### config.mk
export PLATFORM = sky130hd
export DESIGN_NAME = cpu_control_fsm
export DESIGN_NICKNAME = d
export VERILOG_FILES = /design/src/rtl/cpu_control_fsm_pkg.sv /design/src/rtl/cpu_control_fsm_alu_decoder.sv /design/src/rtl/cpu_control_fsm.sv
export SDC_FILE = /design/constraint.sdc
export NUM_CORES = 1
export LEC_CHECK = 0
export BUFFER_PORTS_ARGS = -buffer_cell sky130_fd_sc_hd__buf_2
export CORE_MARGIN = 2
export CORE_UTILIZATION = 42
export CTS_BUF_LIST = sky130_fd_sc_hd__clkbuf_8
export CTS_CLUSTER_SIZE = 20
export DETAILED_ROUTE_END_ITERATION = 8
export PLACE_DENSITY = 0.85
export SYNTH_ARGS = -nofsm -noshare
export SYNTH_HDL_FRONTEND = slang
export SYNTH_SLANG_ARGS = --single-unit
### constraint.sdc
create_clock -name clk -period 1.4 [get_ports clk]
set_clock_uncertainty 0.1 [all_clocks]
set_input_delay 0.07 -clock clk [delete_from_list [all_inputs] [get_ports clk]]
set_output_delay 0.07 -clock clk [all_outputs]
set_load 0.005 [all_outputs]
### src/rtl/cpu_control_fsm_pkg.sv
// Shared types for the multicycle RV32I main controller: state encoding,
// ALU command and operation classes, opcodes and datapath select encodings.
package cpu_control_fsm_pkg;

    typedef enum logic [3:0] {
        S_FETCH    = 4'd0,
        S_DECODE   = 4'd1,
        S_MEMADR   = 4'd2,
        S_MEMREAD  = 4'd3,
        S_MEMWB    = 4'd4,
        S_MEMWRITE = 4'd5,
        S_EXECR    = 4'd6,
        S_EXECI    = 4'd7,
        S_ALUWB    = 4'd8,
        S_JAL      = 4'd9,
        S_BRANCH   = 4'd10,
        S_TRAP     = 4'd11
    } cpu_state_t;

    // Command to the ALU itself
    typedef enum logic [2:0] {
        ALU_ADD = 3'b000,
        ALU_SUB = 3'b001,
        ALU_AND = 3'b010,
        ALU_OR  = 3'b011,
        ALU_SLT = 3'b101
    } alu_opcode_t;

    // Operation class chosen by the FSM, refined by the ALU decoder
    typedef enum logic [1:0] {
        ALUOP_ADD   = 2'b00,
        ALUOP_SUB   = 2'b01,
        ALUOP_FUNCT = 2'b10
    } alu_op_t;

    localparam logic [6:0] OP_LOAD   = 7'b0000011;
    localparam logic [6:0] OP_STORE  = 7'b0100011;
    localparam logic [6:0] OP_RTYPE  = 7'b0110011;
    localparam logic [6:0] OP_ITYPE  = 7'b0010011;
    localparam logic [6:0] OP_JAL    = 7'b1101111;
    localparam logic [6:0] OP_BRANCH = 7'b1100011;

    typedef enum logic [1:0] {
        RES_ALUOUT = 2'b00,
        RES_MEMDAT = 2'b01,
        RES_ALU    = 2'b10
    } result_src_t;

    typedef enum logic [1:0] {
        SRCA_PC     = 2'b00,
        SRCA_OLDPC  = 2'b01,
        SRCA_RS1    = 2'b10
    } alu_src_a_t;

    typedef enum logic [1:0] {
        SRCB_RS2    = 2'b00,
        SRCB_IMM    = 2'b01,
        SRCB_FOUR   = 2'b10
    } alu_src_b_t;

    typedef enum logic [2:0] {
        IMM_I = 3'b000,
        IMM_S = 3'b001,
        IMM_B = 3'b010,
        IMM_J = 3'b011
    } imm_src_t;

    // Immediate format follows the opcode alone; unknown opcodes fall back to I
    function automatic imm_src_t imm_for_opcode(input logic [6:0] op);
        case (op)
            OP_LOAD, OP_ITYPE: return IMM_I;
            OP_STORE:          return IMM_S;
            OP_BRANCH:         return IMM_B;
            OP_JAL:            return IMM_J;
            default:           return IMM_I;
        endcase
    endfunction

endpackage

### src/rtl/cpu_control_fsm_alu_decoder.sv
// ALU command decoder: turns the FSM's operation class plus funct fields
// into the concrete ALU opcode.
module cpu_alu_decoder
    import cpu_control_fsm_pkg::*;
(
    input  alu_op_t     alu_op,
    input  logic [2:0]  funct3,
    input  logic        funct7_b5,
    input  logic        opcode_b5,
    output alu_opcode_t alu_control
);

    // funct decode; SUB only for R-type (opcode[5]) with funct7[5] set
    always_comb begin
        alu_control = ALU_ADD;
        case (alu_op)
            ALUOP_SUB: alu_control = ALU_SUB;
            ALUOP_FUNCT: begin
                case (funct3)
                    3'b000:  alu_control = (funct7_b5 & opcode_b5) ? ALU_SUB : ALU_ADD;
                    3'b010:  alu_control = ALU_SLT;
                    3'b110:  alu_control = ALU_OR;
                    3'b111:  alu_control = ALU_AND;
                    default: alu_control = ALU_ADD;
                endcase
            end
            default: alu_control = ALU_ADD;
        endcase
    end

endmodule

### src/rtl/cpu_control_fsm.sv
// Multicycle main controller: sequences fetch, decode, execute, memory and
// writeback over a shared datapath with a single memory port.
module cpu_control_fsm
    import cpu_control_fsm_pkg::*;
#(
    parameter bit TRAP_ON_ILLEGAL = 1'b1,
    parameter bit MEM_WAIT_EN     = 1'b1
) (
    input  logic       clk,
    input  logic       rst,
    input  logic [6:0] opcode,
    input  logic [2:0] funct3,
    input  logic       funct7_b5,
    input  logic       alu_zero,
    input  logic       mem_ready,
    output logic       pc_write,
    output logic       ir_write,
    output logic       adr_src,
    output logic       mem_write,
    output logic       reg_write,
    output logic [1:0] result_src,
    output logic [1:0] alu_src_a,
    output logic [1:0] alu_src_b,
    output logic [2:0] imm_src,
    output logic [2:0] alu_control,
    output logic       illegal_instr
);

    cpu_state_t  state_reg;
    cpu_state_t  state_next;
    alu_op_t     alu_op;
    alu_opcode_t alu_cmd;
    logic        mem_ok;
    logic        branch_taken;

    assign mem_ok = MEM_WAIT_EN ? mem_ready : 1'b1;

    assign branch_taken = ((funct3 == 3'b000) &  alu_zero) |
                          ((funct3 == 3'b001) & ~alu_zero);

    cpu_alu_decoder u_alu_decoder (
        .alu_op      (alu_op),
        .funct3      (funct3),
        .funct7_b5   (funct7_b5),
        .opcode_b5   (opcode[5]),
        .alu_control (alu_cmd)
    );

    // State register; reset always restarts at FETCH
    always_ff @(posedge clk) begin
        if (rst) begin
            state_reg <= S_FETCH;
        end else begin
            state_reg <= state_next;
        end
    end

    // Next-state logic
    always_comb begin
        state_next = state_reg;
        case (state_reg)
            S_FETCH:    state_next = mem_ok ? S_DECODE : S_FETCH;
            S_DECODE: begin
                case (opcode)
                    OP_LOAD, OP_STORE: state_next = S_MEMADR;
                    OP_RTYPE:          state_next = S_EXECR;
                    OP_ITYPE:          state_next = S_EXECI;
                    OP_JAL:            state_next = S_JAL;
                    OP_BRANCH:         state_next = S_BRANCH;
                    default:           state_next = TRAP_ON_ILLEGAL ? S_TRAP : S_FETCH;
                endcase
            end
            S_MEMADR:   state_next = opcode[5] ? S_MEMWRITE : S_MEMREAD;
            S_MEMREAD:  state_next = mem_ok ? S_MEMWB : S_MEMREAD;
            S_MEMWB:    state_next = S_FETCH;
            S_MEMWRITE: state_next = mem_ok ? S_FETCH : S_MEMWRITE;
            S_EXECR:    state_next = S_ALUWB;
            S_EXECI:    state_next = S_ALUWB;
            S_ALUWB:    state_next = S_FETCH;
            S_JAL:      state_next = S_ALUWB;
            S_BRANCH:   state_next = S_FETCH;
            S_TRAP:     state_next = S_TRAP;
            default:    state_next = S_FETCH;
        endcase
    end

    // Output decode; reset forces every enable and select to its idle value
    always_comb begin
        pc_write      = 1'b0;
        ir_write      = 1'b0;
        adr_src       = 1'b0;
        mem_write     = 1'b0;
        reg_write     = 1'b0;
        result_src    = RES_ALUOUT;
        alu_src_a     = SRCA_PC;
        alu_src_b     = SRCB_RS2;
        imm_src       = IMM_I;
        alu_op        = ALUOP_ADD;
        illegal_instr = 1'b0;
        if (!rst) begin
            imm_src = imm_for_opcode(opcode);
            case (state_reg)
                S_FETCH: begin
                    alu_src_b  = SRCB_FOUR;
                    result_src = RES_ALU;
                    ir_write   = mem_ok;
                    pc_write   = mem_ok;
                end
                S_DECODE: begin
                    alu_src_a = SRCA_OLDPC;
                    alu_src_b = SRCB_IMM;
                end
                S_MEMADR: begin
                    alu_src_a = SRCA_RS1;
                    alu_src_b = SRCB_IMM;
                end
                S_MEMREAD: begin
                    adr_src = 1'b1;
                end
                S_MEMWB: begin
                    result_src = RES_MEMDAT;
                    reg_write  = 1'b1;
                end
                S_MEMWRITE: begin
                    adr_src   = 1'b1;
                    mem_write = 1'b1;
                end
                S_EXECR: begin
                    alu_src_a = SRCA_RS1;
                    alu_op    = ALUOP_FUNCT;
                end
                S_EXECI: begin
                    alu_src_a = SRCA_RS1;
                    alu_src_b = SRCB_IMM;
                    alu_op    = ALUOP_FUNCT;
                end
                S_ALUWB: begin
                    reg_write = 1'b1;
                end
                S_JAL: begin
                    alu_src_a = SRCA_OLDPC;
                    alu_src_b = SRCB_FOUR;
                    pc_write  = 1'b1;
                end
                S_BRANCH: begin
                    alu_src_a = SRCA_RS1;
                    alu_op    = ALUOP_SUB;
                    pc_write  = branch_taken;
                end
                S_TRAP: begin
                    illegal_instr = 1'b1;
                end
                default: begin
                    illegal_instr = 1'b0;
                end
            endcase
        end
    end

    assign alu_control = rst ? ALU_ADD : alu_cmd;

endmodule

==> reports/results.tsv, run 1 <==
stage	metric	value	unit
logic_synthesis	synthFlopType	dfxtp_1	
status	tool.error	[ERROR DPL-0038] Utilization greater than 100%, impossible to legalize	
cts	cts_made_buffers	3	
placed_design	placed_area	970	sq um
floorplan	row_count	14	
logic_synthesis	synth-async-reset-ratio	0	%
cts	cts_buffer_depth	2	
status	lastStage	global routing	
logic_synthesis	yosysSeqAreaShare	11.9	%
logic_synthesis	ys.warnings.count	0	
cts	cts_hold_buffers	0	
floorplan	die_height	44.0	microns
placed_design	gp_congestion	0.841	
logic_synthesis	synth_largest_area_cell	dfxtp_1	
cts	cts_root_buffer	clkbuf_8	
global_routing	grt_max_degree	14	
logic_synthesis	yosys-top-cells-area	dfxtp_1 12%, nor3_1 6.7%, xnor2_1 5.2%	
sta	worst-ep-kind	output port	
logic_synthesis	synth-edff-count	0	
placed_design	port_buffers	31	
logic_synthesis	ys_ff_latch	4	
logic_synthesis	synth_cell_types	44	
logic_synthesis	yosysTopAreaCellShare	11.9	%
cts	cts.htree.levels	1	
logic_synthesis	synthTopCellsByCount	9 x nor2_1, 9 x nor3_1, 7 x inv_1	
floorplan	initial_core_util	44.7	%
cts	clkSinkCount	4	
floorplan	pin_count	33	
floorplan	die_w	44.0	microns
logic_synthesis	synth_area_per_cell	6.87	sq um
status	status	did not finish	
logic_synthesis	synth_cells	98	
sta	crit_endpoint	pc_write	
logic_synthesis	synth_nets	115	
logic_synthesis	synth_area	673	sq um
placed_design	dpl.hpwl	1660	microns
[timing repair]
| action | CTS |
|---|---|
| gates resized for setup | 44 |
| endpoints found under the setup margin | 18 |
| setup buffers | 12 |
| gates cloned | 0 |
| pin swaps | 20 |
[cells by family after synthesis]
| group | share of synthesized area, % |
|---|---|
| AOI/OAI and AO/OA | 23.8 |
| and+or+nand+nor | 41.1 |
| xor gates and xnor gates | 6.51 |
| adders and majority gates | 3.72 |
| other | 0.557 |
| DFF | 11.9 |
| buffers and inverters | 10.8 |
| muxes | 1.67 |
[per-stage QoR]
stage | hold WS [ns] | setup WS, ns | util [%] | instances
after CTS | 0.181 | -0.386 | 86.0 | 168
after detailed placement | 0.403 | -0.214 | 64.4 | 153
after global placement | 0.364 | -0.184 | 64.4 | 153
after floorplan | 0.132 | -0.0801 | - | 98
==> run 2, diff against run 1 <==
--- a/config.mk
+++ b/config.mk
@@ -6,12 +6,10 @@
 export NUM_CORES = 1
 export LEC_CHECK = 0
 export BUFFER_PORTS_ARGS = -buffer_cell sky130_fd_sc_hd__buf_2
-export CORE_MARGIN = 2
-export CORE_UTILIZATION = 42
-export CTS_BUF_LIST = sky130_fd_sc_hd__clkbuf_8
-export CTS_CLUSTER_SIZE = 20
+export CORE_AREA = 2 2 63 65
 export DETAILED_ROUTE_END_ITERATION = 8
-export PLACE_DENSITY = 0.85
+export DIE_AREA = 0 0 65 67
+export PLACE_DENSITY_LB_ADDON = 0.15
 export SYNTH_ARGS = -nofsm -noshare
 export SYNTH_HDL_FRONTEND = slang
 export SYNTH_SLANG_ARGS = --single-unit
==> constraint.sdc (replaced) <==
create_clock -name clk -period 1.8 [get_ports clk]
set_clock_uncertainty 0.1 [all_clocks]
set_input_delay 0.09 -clock clk [delete_from_list [all_inputs] [get_ports clk]]
set_output_delay 0.09 -clock clk [all_outputs]
set_load 0.005 [all_outputs]
==> reports/results.tsv, run 2 <==
stage	metric	value	unit	change
status	status	completed		was did not finish
detailed_routing	viasPerCell	4.47		
floorplan	initial_core_util	18.7	%	was 44.7%
logic_synthesis	synth_nets	115		unchanged
setup_path	crit_path_end_kind	output port		
logic_synthesis	yosysTopAreaCellShare	11.9	%	unchanged
logic_synthesis	yosys-top-cells-area	dfxtp_1 12%, nor3_1 6.7%, xnor2_1 5.2%		unchanged
pwr	total_leakage_power	0.437	nW	
placed_design	gp_congestion	0.792		was 0.841
pwr	swShare	37.9	%	
global_routing	overflow	0		
logic_synthesis	ys.warnings.count	0		unchanged
cts	clk_pin_slew	0.03	ns	
cells_and_area	layout_common_cells	31 x buf_2, 9 x buf_4, 8 x nor2_1, 7 x inv_1, 7 x nor3_1		
pwr	peakVddDrop	347	uV	
cts	clk_latency	0.21	ns	
floorplan	pin_count	33		unchanged
floorplan	core_region_area	0.00361	sq mm	
sta	rsz0062_at_grt	yes		
logic_synthesis	synthAdderAreaFrac	3.72	%	unchanged
cts	cts.htree.levels	1		unchanged
logic_synthesis	synth_mux_area_share	1.67	%	unchanged
logic_synthesis	synth_area	673	sq um	unchanged
sta	fin_crit	1.76	ns	
logic_synthesis	synth_largest_area_cell	dfxtp_1		unchanged
logic_synthesis	synthTopCellsByCount	9 x nor2_1, 9 x nor3_1, 7 x inv_1		unchanged
cts	cts_tree	done		
cells_and_area	final_cells	182		
sta	finalHoldViolCount	0		
detailed_routing	first_iter_violations	36		
cells_and_area	final_core_util	28.2	%	
job	max-cap-violations	0		
placed_design	dp.cells	177		was 153
detailed_routing	first_pass_iters	4		
setup_path	cp.required	1.61	ns	
logic_synthesis	synth-edff-count	0		unchanged
logic_synthesis	synth_top_family_by_area	simple AND/OR/NAND/NOR gates		unchanged
cts	cts_root_buffer	clkbuf_8		unchanged
floorplan	die_w	65	microns	was 44.0 microns
pwr	clkPwrFrac	24.5	%	
logic_synthesis	yosysSeqAreaShare	11.9	%	unchanged
logic_synthesis	synth_cell_types	44		unchanged
detailed_routing	ant_nets	0		
detailed_routing	drc_errors	0		
sta	fmax	568	MHz	
setup_path	crit_top_cell	nor3_2		
global_routing	grt_pass1_vias	756		
setup_path	crit_chain	nand2b_4, nor3_2, inv_1, ha_2, nand2_2, or3_4, nor3_2, buf_2		
floorplan	row_count	22		was 14
cells_and_area	final_common_cell	buf_2		
logic_synthesis	synth-xor-area-share	6.51	%	unchanged
detailed_routing	vias	814		
pwr	combPwrFrac	58.1	%	
detailed_routing	wirelength	2060	microns	
logic_synthesis	synthFlopType	dfxtp_1		unchanged
sta	period_share	97.8	%	
cts	cts_buffer_depth	2		unchanged
setup_path	critPathLaunchType	flip-flop		
floorplan	die_area	0.00436	sq mm	
sta	tns	0	ns	
setup_path	critPathKind	flip-flop to output port		
pwr	power_density	734	mW/mm^2	
min_path	hp-class	input port to flip-flop		
setup_path	reg2regPathDepth	5		
logic_synthesis	synthSimpleGateAreaFrac	41.1	%	unchanged
cells_and_area	drive_gt1_share	45.5	%	
setup_path	worstPathArrival	1.57	ns	
global_routing	grt_max_degree	18		
min_path	holdPathStages	4		
placed_design	dpl.hpwl	1650	microns	was 1660 microns
floorplan	die_height	67	microns	was 44.0 microns
sta	setup_viol	0		
logic_synthesis	synth_compound_area_share	23.8	%	unchanged
sta	drv_slew	0		
cells_and_area	largest_register_ffs	4		
pwr	internal-power	0.000464	W	
pwr	power_frac_seq	17.4	%	
global_routing	antenna_found_initial	0		
cts	clkSinkCount	4		unchanged
global_routing	grt_pass1_wl	3370	microns	
setup_path	slowest_delay	0.35	ns	
sta	timing.hold.ws	0.178	ns	
cells_and_area	area_growth	51.3	%	
logic_synthesis	synth-async-reset-ratio	0	%	unchanged
logic_synthesis	ys_ff_latch	4		unchanged
pwr	p_sw	0.000283	W	
placed_design	port_buffers	31		unchanged
logic_synthesis	synth_cells	98		unchanged
placed_design	placed_area	902	sq um	was 970 sq um
cells_and_area	n_fill_cell	405		
setup_path	slowest_stage	dfxtp_4		
logic_synthesis	synth_area_per_cell	6.87	sq um	unchanged
setup_path	critPathMaxFanout	3		
detailed_routing	wl_per_cell	11.3	microns	
global_routing	grt.total_usage	9.70	%	
cells_and_area	final_area	0.00102	sq mm	
cells_and_area	diodes	0		
cells_and_area	final_nets	153		
cts	cts_made_buffers	3		unchanged
-- run 2: cell counts after synthesis --
Identical to the previous run, type by type.
-- run 2: layout make-up --
| type | count | area, sq um | share of cell area (%) |
|---|---|---|---|
| timing repair buffer | 41 | 234 | 23.0 |
| inverter | 7 | 26.3 | 2.58 |
| tap | 48 | 60.1 | 5.90 |
| multi-input combinational | 79 | 571 | 56.0 |
| clock buffer | 3 | 41.3 | 4.05 |
| sequential | 4 | 86.3 | 8.48 |
-- run 2: power by group through the flow --
| stage | registers, W | clock network (W) | logic (W) |
|---|---|---|---|
| after floorplan | 0.000118 | 0 | 0.000285 |
| after global placement | 0.000122 | 0 | 0.000414 |
| after detailed placement | 0.000122 | 0 | 0.000412 |
| after CTS | 0.000128 | 0.000190 | 0.000433 |
| after global routing | 0.000134 | 0.000198 | 0.000485 |
| final | 0.000130 | 0.000183 | 0.000434 |
-- run 2: final timing paths --
path                startpoint              to  slack [ns]
setup / recovery  state_reg[2]  alu_control[2]        0.04
hold / removal       opcode[6]    state_reg[2]        0.18
setup reg to reg  state_reg[1]    state_reg[0]        0.26
hold reg to reg   state_reg[2]    state_reg[3]        0.64
-- run 2: repair_timing --
| item | 4_1_cts | 5_1_grt |
|---|---|---|
| pin swaps | 0 | 2 |
| resized for setup | 8 | 8 |
| hold buffers | 0 | 0 |
| setup endpoints to repair | 2 | 3 |
| setup buffers | 2 | 0 |
-- run 2: critical path, delay by kind of cell (launching register included) --
family,cells,cell delay [ns]
fa+ha+maj,1,0.18
buf+inv,2,0.18
flops,1,0.35
simple gates,5,0.64
-- run 2: layer usage --
metal / vias up / wire (microns) / GRT usage, %
li1: 429 / - / -
met1: 366 / 934 / 12.1
met2: 19 / 1010 / 17.4
met3: 0 / 109 / 1.86
met4: 0 / 0 / 1.60
met5: - / 0 / 0
-- run 2: metrics by stage --
| step | power, W | setup slack (ns) |
|---|---|---|
| 2_1_floorplan | 0.000403 | 0.157 |
| 3_3_place_gp | 0.000536 | 0.165 |
| 3_5_place_dp | 0.000534 | 0.139 |
| 4_1_cts | 0.000751 | -0.00904 |
| 5_1_grt | 0.000817 | -0.0687 |
| 6_report | 0.000748 | 0.0397 |
-- run 2: logic make-up (layout without fill, tap and decap cells) --
| family | Yosys count | count (layout) |
|---|---|---|
| fa+ha+maj | 2 | 2 |
| flops | 4 | 4 |
| buf+inv | 15 | 51 |
| xor+xnor | 5 | 5 |
| mux | 1 | 1 |
| simple gates | 47 | 47 |
| other cells | 1 | 1 |
| compound gates | 23 | 23 |
Note: power is estimated with default switching activity, not from simulation.
==> run 3, diff against run 2 <==
--- a/config.mk
+++ b/config.mk
@@ -9,6 +9,9 @@
 export CORE_AREA = 2 2 63 65
 export DETAILED_ROUTE_END_ITERATION = 8
 export DIE_AREA = 0 0 65 67
+export GPL_TIMING_DRIVEN = 0
+export HOLD_SLACK_MARGIN = 0.08
+export MAX_ROUTING_LAYER = met4
 export PLACE_DENSITY_LB_ADDON = 0.15
 export SYNTH_ARGS = -nofsm -noshare
 export SYNTH_HDL_FRONTEND = slang
==> reports/results.tsv, run 3 (same netlist as run 2, synthesis figures left out) <==
stage	metric	value	unit	change
sta	setup_viol	1		was 0
setup_path	critPathKind	flip-flop to output port		unchanged
sta	rsz0062_at_grt	yes		unchanged
pwr	peakVddDrop	268	uV	was 347 uV
cells_and_area	area_growth	69.5	%	was 51.3%
detailed_routing	first_pass_iters	4		unchanged
placed_design	place_ws	-0.0637	ns	was 0.139 ns
detailed_routing	first_iter_violations	31		was 36
cells_and_area	final_nets	162		was 153
pwr	power_density	730	mW/mm^2	was 734 mW/mm^2
cells_and_area	n_fill_cell	399		was 405
setup_path	r2r-start	state_reg[0]		was state_reg[1]
floorplan	die_height	67	microns	unchanged
floorplan	core_region_area	0.00361	sq mm	unchanged
cells_and_area	layout_common_cells	33 x buf_2, 13 x buf_4, 8 x nor2_1, 7 x inv_1		was 31 x buf_2, 9 x buf_4, 8 x nor2_1, 7 x inv_1, 7 x nor3_1
job	max-cap-violations	0		unchanged
sta	drv_slew	0		unchanged
cts	clkSinkCount	4		unchanged
cells_and_area	drive_gt1_share	51.7	%	was 45.5%
status	status	complete, but fails checks		was completed
sta	finalHoldViolCount	0		unchanged
sta	worst_pin_slew	0.524	ns	
sta	period_share	104	%	was 97.8%
cells_and_area	largest_register_ffs	4		unchanged
global_routing	grt_pass1_wl	3500	microns	was 3370 microns
setup_path	critPathLaunch	state_reg[3]		was state_reg[2]
detailed_routing	wirelength	2240	microns	was 2060 microns
sta	fmax	536	MHz	was 568 MHz
min_path	worstHoldStart	opcode[6]		unchanged
cts	cts_tree	done		unchanged
setup_path	critPathMaxFanout	6		was 3
floorplan	die_w	65	microns	unchanged
cts	cts_buffer_depth	2		unchanged
cells_and_area	diodes	0		unchanged
detailed_routing	ant_nets	0		unchanged
status	violations	negative setup slack		
sta	setup_ws	-0.0643	ns	was 0.0397 ns
placed_design	gp_congestion	0.730		was 0.792
cells_and_area	final_cells	191		was 182
setup_path	crit_path_end_kind	output port		unchanged
cts	clk_latency	0.21	ns	about the same
sta	fin_crit	1.86	ns	was 1.76 ns
cts	cts.htree.levels	1		unchanged
setup_path	worstPathArrival	1.67	ns	was 1.57 ns
detailed_routing	vias	868		was 814
floorplan	initial_core_util	18.7	%	unchanged
sta	slew_headroom	65.1	%	
floorplan	die_area	0.00436	sq mm	unchanged
global_routing	overflow	0		unchanged
detailed_routing	viasPerCell	4.54		was 4.47
detailed_routing	wl_per_cell	11.7	microns	was 11.3 microns
min_path	hp-class	input port to flip-flop		unchanged
detailed_routing	drc_errors	0		unchanged
floorplan	row_count	22		unchanged
global_routing	grt_max_degree	11		was 18
global_routing	grt.total_usage	10.7	%	was 9.70%
global_routing	grt_pass1_vias	792		was 756
cells_and_area	final_common_cell	buf_2		unchanged
pwr	total_leakage_power	0.498	nW	was 0.437 nW
floorplan	pin_count	33		unchanged
placed_design	dpl.hpwl	1660	microns	was 1650 microns
cts	cts_hold_buffers	0		unchanged
placed_design	dp.cells	177		unchanged
setup_path	r2r_slack	0.21	ns	was 0.26 ns
global_routing	antenna_found_initial	0		unchanged
cts	clk_pin_slew	0.03	ns	about the same
setup_path	cp.required	1.61	ns	about the same
cts	cts_made_buffers	3		unchanged
setup_path	critPathLaunchType	flip-flop		unchanged
cts	cts_root_buffer	clkbuf_8		unchanged
placed_design	port_buffers	31		unchanged
-- run 3: worst max-delay path: stages, from the launching register on --
cell and delay [ns]:
dfxtp_1 0.29, buf_6 0.13, nand2b_4 0.15, nor2_4 0.14
ha_4 0.15, nand2_2 0.05, or3_4 0.32, nor3_2 0.09
buf_2 0.13
-- run 3: per-stage QoR --
| step | instance area, sq um | setup TNS [ns] | power, W | util, % | hold WS, ns |
|---|---|---|---|---|---|
| 6_report | 1140 | -0.0643 | 0.000833 | 31.6 | 0.174 |
| 3_3_place_gp | 888 | -0.0664 | 0.000521 | 24.6 | 0.376 |
| 4_1_cts | 1030 | -0.115 | 0.000772 | 28.5 | 0.166 |
| 2_1_floorplan | 673 | 0 | 0.000403 | - | 0.172 |
| 3_5_place_dp | 888 | -0.0637 | 0.000521 | 24.6 | 0.383 |
| 5_1_grt | 1140 | -0.233 | 0.000907 | 31.6 | 0.204 |
-- run 3: path summary, 6_finish.rpt --
kind               endpoint  cells after the start
max reg2reg    state_reg[1]                      8
max          alu_control[2]                      8
min reg2reg    state_reg[0]                      3
min            state_reg[2]                      4
-- run 3: what timing repair did --
item,CTS,global route
setup buffers,3,8
pin swaps,1,7
setup endpoints to repair,5,8
gates resized for setup,17,15
cloned,0,0
-- run 3: report_power, final --
| part | internal, W | leakage, nW | total [W] | switching [W] |
|---|---|---|---|---|
| sequential | 0.000107 | 0.0340 | 0.000125 | 0.0000181 |
| combinational | 0.000268 | 0.443 | 0.000521 | 0.000253 |
| clock | 0.000142 | 0.0216 | 0.000187 | 0.0000442 |
| total | 0.000518 | 0.498 | 0.000833 | 0.000315 |
-- run 3: final cells by class --
| type | instances | area, sq um | share of cell area [%] |
|---|---|---|---|
| inverters | 7 | 26.3 | 2.30 |
| multi-input cells | 79 | 628 | 55.0 |
| well taps | 48 | 60.1 | 5.26 |
| clock buffers | 3 | 41.3 | 3.62 |
| repair buffers | 42 | 238 | 20.8 |
| plain buffers | 8 | 62.6 | 5.48 |
| flip-flops and latches | 4 | 85.1 | 7.46 |
-- run 3: per-layer routing --
| metal | track usage, % | vias up | wire (microns) |
|---|---|---|---|
| met5 | - | - | 0 |
| met4 | 3.99 | 0 | 5 |
| met3 | 1.86 | 2 | 87 |
| met2 | 19.7 | 15 | 1210 |
| met1 | 11.6 | 404 | 941 |
| li1 | - | 447 | - |
==> run 4, diff against run 3 <==
==> constraint.sdc (replaced) <==
create_clock -name clk -period 1.8 [get_ports clk]
set_clock_uncertainty 0.1 [all_clocks]
set_input_delay 0.18 -clock clk [delete_from_list [all_inputs] [get_ports clk]]
set_output_delay 0.18 -clock clk [all_outputs]
set_load 0.005 [all_outputs]
==> reports/results.tsv, run 4 (same netlist as run 2, synthesis figures left out) <==
stage	metric	value	unit	change
sta	worst_pin_slew	0.530	ns	was 0.524 ns
detailed_routing	viasPerCell	4.66		was 4.54
pwr	power_frac_seq	16.7	%	was 15.0%
floorplan	die_height	67	microns	unchanged
pwr	power_density	759	mW/mm^2	was 730 mW/mm^2
setup_path	slowest_delay	0.34	ns	was 0.32 ns
detailed_routing	first_pass_iters	4		unchanged
setup_path	crit_chain	nand2b_4, nor2_4, ha_4, nand2_2, or3_4, nor3_2, buf_2		was buf_6, nand2b_4, nor2_4, ha_4, nand2_2, or3_4, nor3_2, buf_2
cells_and_area	final_common_cell	buf_2		unchanged
setup_path	critPathKind	flip-flop to output port		unchanged
global_routing	grt.total_usage	12.0	%	was 10.7%
floorplan	initial_core_util	18.7	%	unchanged
setup_path	slowest_stage	dfxtp_2		was or3_4
global_routing	antenna_found_initial	0		unchanged
min_path	holdPathStages	3		was 4
cells_and_area	largest_register_ffs	4		unchanged
cts	cts_root_buffer	clkbuf_8		unchanged
setup_path	critPathBufInv	1		was 2
cells_and_area	area_growth	71.7	%	was 69.5%
detailed_routing	wl_per_cell	12.5	microns	was 11.7 microns
setup_path	worstPathArrival	1.66	ns	was 1.67 ns
global_routing	overflow	0		unchanged
setup_path	critPathMaxFanout	4		was 6
global_routing	grt_pass1_vias	860		was 792
sta	rsz0062_at_grt	yes		unchanged
pwr	combPwrFrac	61.9	%	was 62.6%
placed_design	dpl.hpwl	1660	microns	unchanged
floorplan	core_region_area	0.00361	sq mm	unchanged
cells_and_area	layout_common_cells	31 x buf_2, 13 x buf_4, 7 x nor2_1, 6 x inv_1		was 33 x buf_2, 13 x buf_4, 8 x nor2_1, 7 x inv_1
pwr	total_leakage_power	0.502	nW	was 0.498 nW
setup_path	r2r_slack	0.10	ns	was 0.21 ns
status	status	complete, but fails checks		unchanged
detailed_routing	ant_nets	0		unchanged
min_path	worstHoldStart	rst		was opcode[6]
sta	period_share	108	%	was 104%
floorplan	die_w	65	microns	unchanged
cells_and_area	final_area	0.00116	sq mm	was 0.00114 sq mm
setup_path	reg2regPathDepth	6		was 8
cells_and_area	drive_gt1_share	54.9	%	was 51.7%
cts	clk_pin_slew	0.03	ns	about the same
placed_design	place_ws	-0.154	ns	was -0.0637 ns
floorplan	row_count	22		unchanged
status	violations	negative setup slack		unchanged
setup_path	crit_path_end_kind	output port		unchanged
global_routing	grt_max_degree	11		unchanged
pwr	p_sw	0.000338	W	was 0.000315 W
cells_and_area	diodes	0		unchanged
sta	setup_viol	3		was 1
setup_path	r2r-end	state_reg[2]		was state_reg[1]
pwr	swShare	38.5	%	was 37.9%
detailed_routing	wirelength	2370	microns	was 2240 microns
placed_design	gp_congestion	0.730		unchanged
sta	slew_headroom	64.7	%	was 65.1%
detailed_routing	first_iter_violations	35		was 31
cts	cts_buffer_depth	2		unchanged
setup_path	critPathLaunchType	flip-flop		unchanged
placed_design	placed_area	888	sq um	unchanged
placed_design	dp.cells	177		unchanged
placed_design	port_buffers	31		unchanged
global_routing	grt_pass1_wl	3920	microns	was 3500 microns
detailed_routing	vias	886		was 868
min_path	hp-class	input port to flip-flop		unchanged
sta	fin_crit	1.94	ns	was 1.86 ns
floorplan	die_area	0.00436	sq mm	unchanged
pwr	peakVddDrop	289	uV	was 268 uV
sta	setup_ws	-0.143	ns	was -0.0643 ns
cells_and_area	final_nets	161		was 162
pwr	clkPwrFrac	21.5	%	was 22.4%
pwr	total_power	0.000877	W	was 0.000833 W
setup_path	crit_family	simple AND/OR/NAND/NOR gates		unchanged
setup_path	r2r-start	state_reg[3]		was state_reg[0]
cts	clk_latency	0.22	ns	was 0.21 ns
pwr	internal-power	0.000539	W	was 0.000518 W
job	max-cap-violations	0		unchanged
setup_path	critPathLaunch	state_reg[3]		unchanged
cts	cts_made_buffers	3		unchanged
cts	clkSinkCount	4		unchanged
cts	cts.htree.levels	1		unchanged
floorplan	pin_count	33		unchanged
cts	cts_tree	done		unchanged
sta	drv_slew	0		unchanged
setup_path	cp.required	1.52	ns	was 1.61 ns
cells_and_area	final_cells	190		was 191
min_path	min_to	state_reg[0]		was state_reg[2]
detailed_routing	drc_errors	0		unchanged
sta	fmax	515	MHz	was 536 MHz
sta	finalHoldViolCount	0		unchanged
run 4: worst register-to-register path, stage by stage, from the launching register on:
cell and delay, ns:
dfxtp_2 0.34, buf_4 0.15, buf_4 0.14, or4b_4 0.55, nor2_2 0.11, a2bb2oi_1 0.08, nor2b_1 0.16
run 4: area by class of cell:
cell class	instances	area, sq um
sequential	4	90.1
buffer	6	45.0
timing repair buffer	43	256
tap	48	60.1
fill	396	2450
inverter	7	26.3
multi-input combinational	79	637
clock buffer	3	41.3
run 4: worst max-delay path by stage:
stage | to | slack, ns | cells past startpoint
after floorplan | alu_control[2] | 0.07 | 7
after global placement | alu_control[2] | -0.16 | 9
after detailed placement | alu_control[2] | -0.15 | 9
after CTS | alu_control[2] | -0.17 | 8
after global routing | alu_control[2] | -0.24 | 7
final | alu_control[2] | -0.14 | 7
run 4: what timing repair did:
item | CTS | global route
buffers inserted | 8 | 4
pin swaps | 7 | 7
hold buffers | 0 | 0
gates resized for setup | 28 | 14
endpoints found under the setup margin | 7 | 10
run 4: metrics by stage:
| step | hold WS, ns | TNS (ns) | utilization [%] |
|---|---|---|---|
| after floorplan | 0.272 | 0 | - |
| after global placement | 0.466 | -0.227 | 24.6 |
| after detailed placement | 0.473 | -0.232 | 24.6 |
| after CTS | 0.264 | -0.233 | 30.6 |
| after global routing | 0.261 | -0.473 | 32.1 |
| final | 0.240 | -0.231 | 32.1 |
run 4: layer usage:
metal / track usage, % / up-vias / share of wire, %
met2: 21.9 / 17 / 53
met3: 1.86 / 4 / 3.7
li1: - / 443 / -
met5: - / - / 0
met4: 5.05 / 0 / 0.80
met1: 13.0 / 422 / 42
run 4: power groups by stage:
stage	clock network (W)	logic, W	registers (W)
floorplan	0	0.000285	0.000118
global placement	0	0.000399	0.000122
detailed placement	0	0.000399	0.000122
CTS	0.000192	0.000523	0.000127
global route	0.000203	0.000596	0.000151
finish	0.000188	0.000543	0.000146
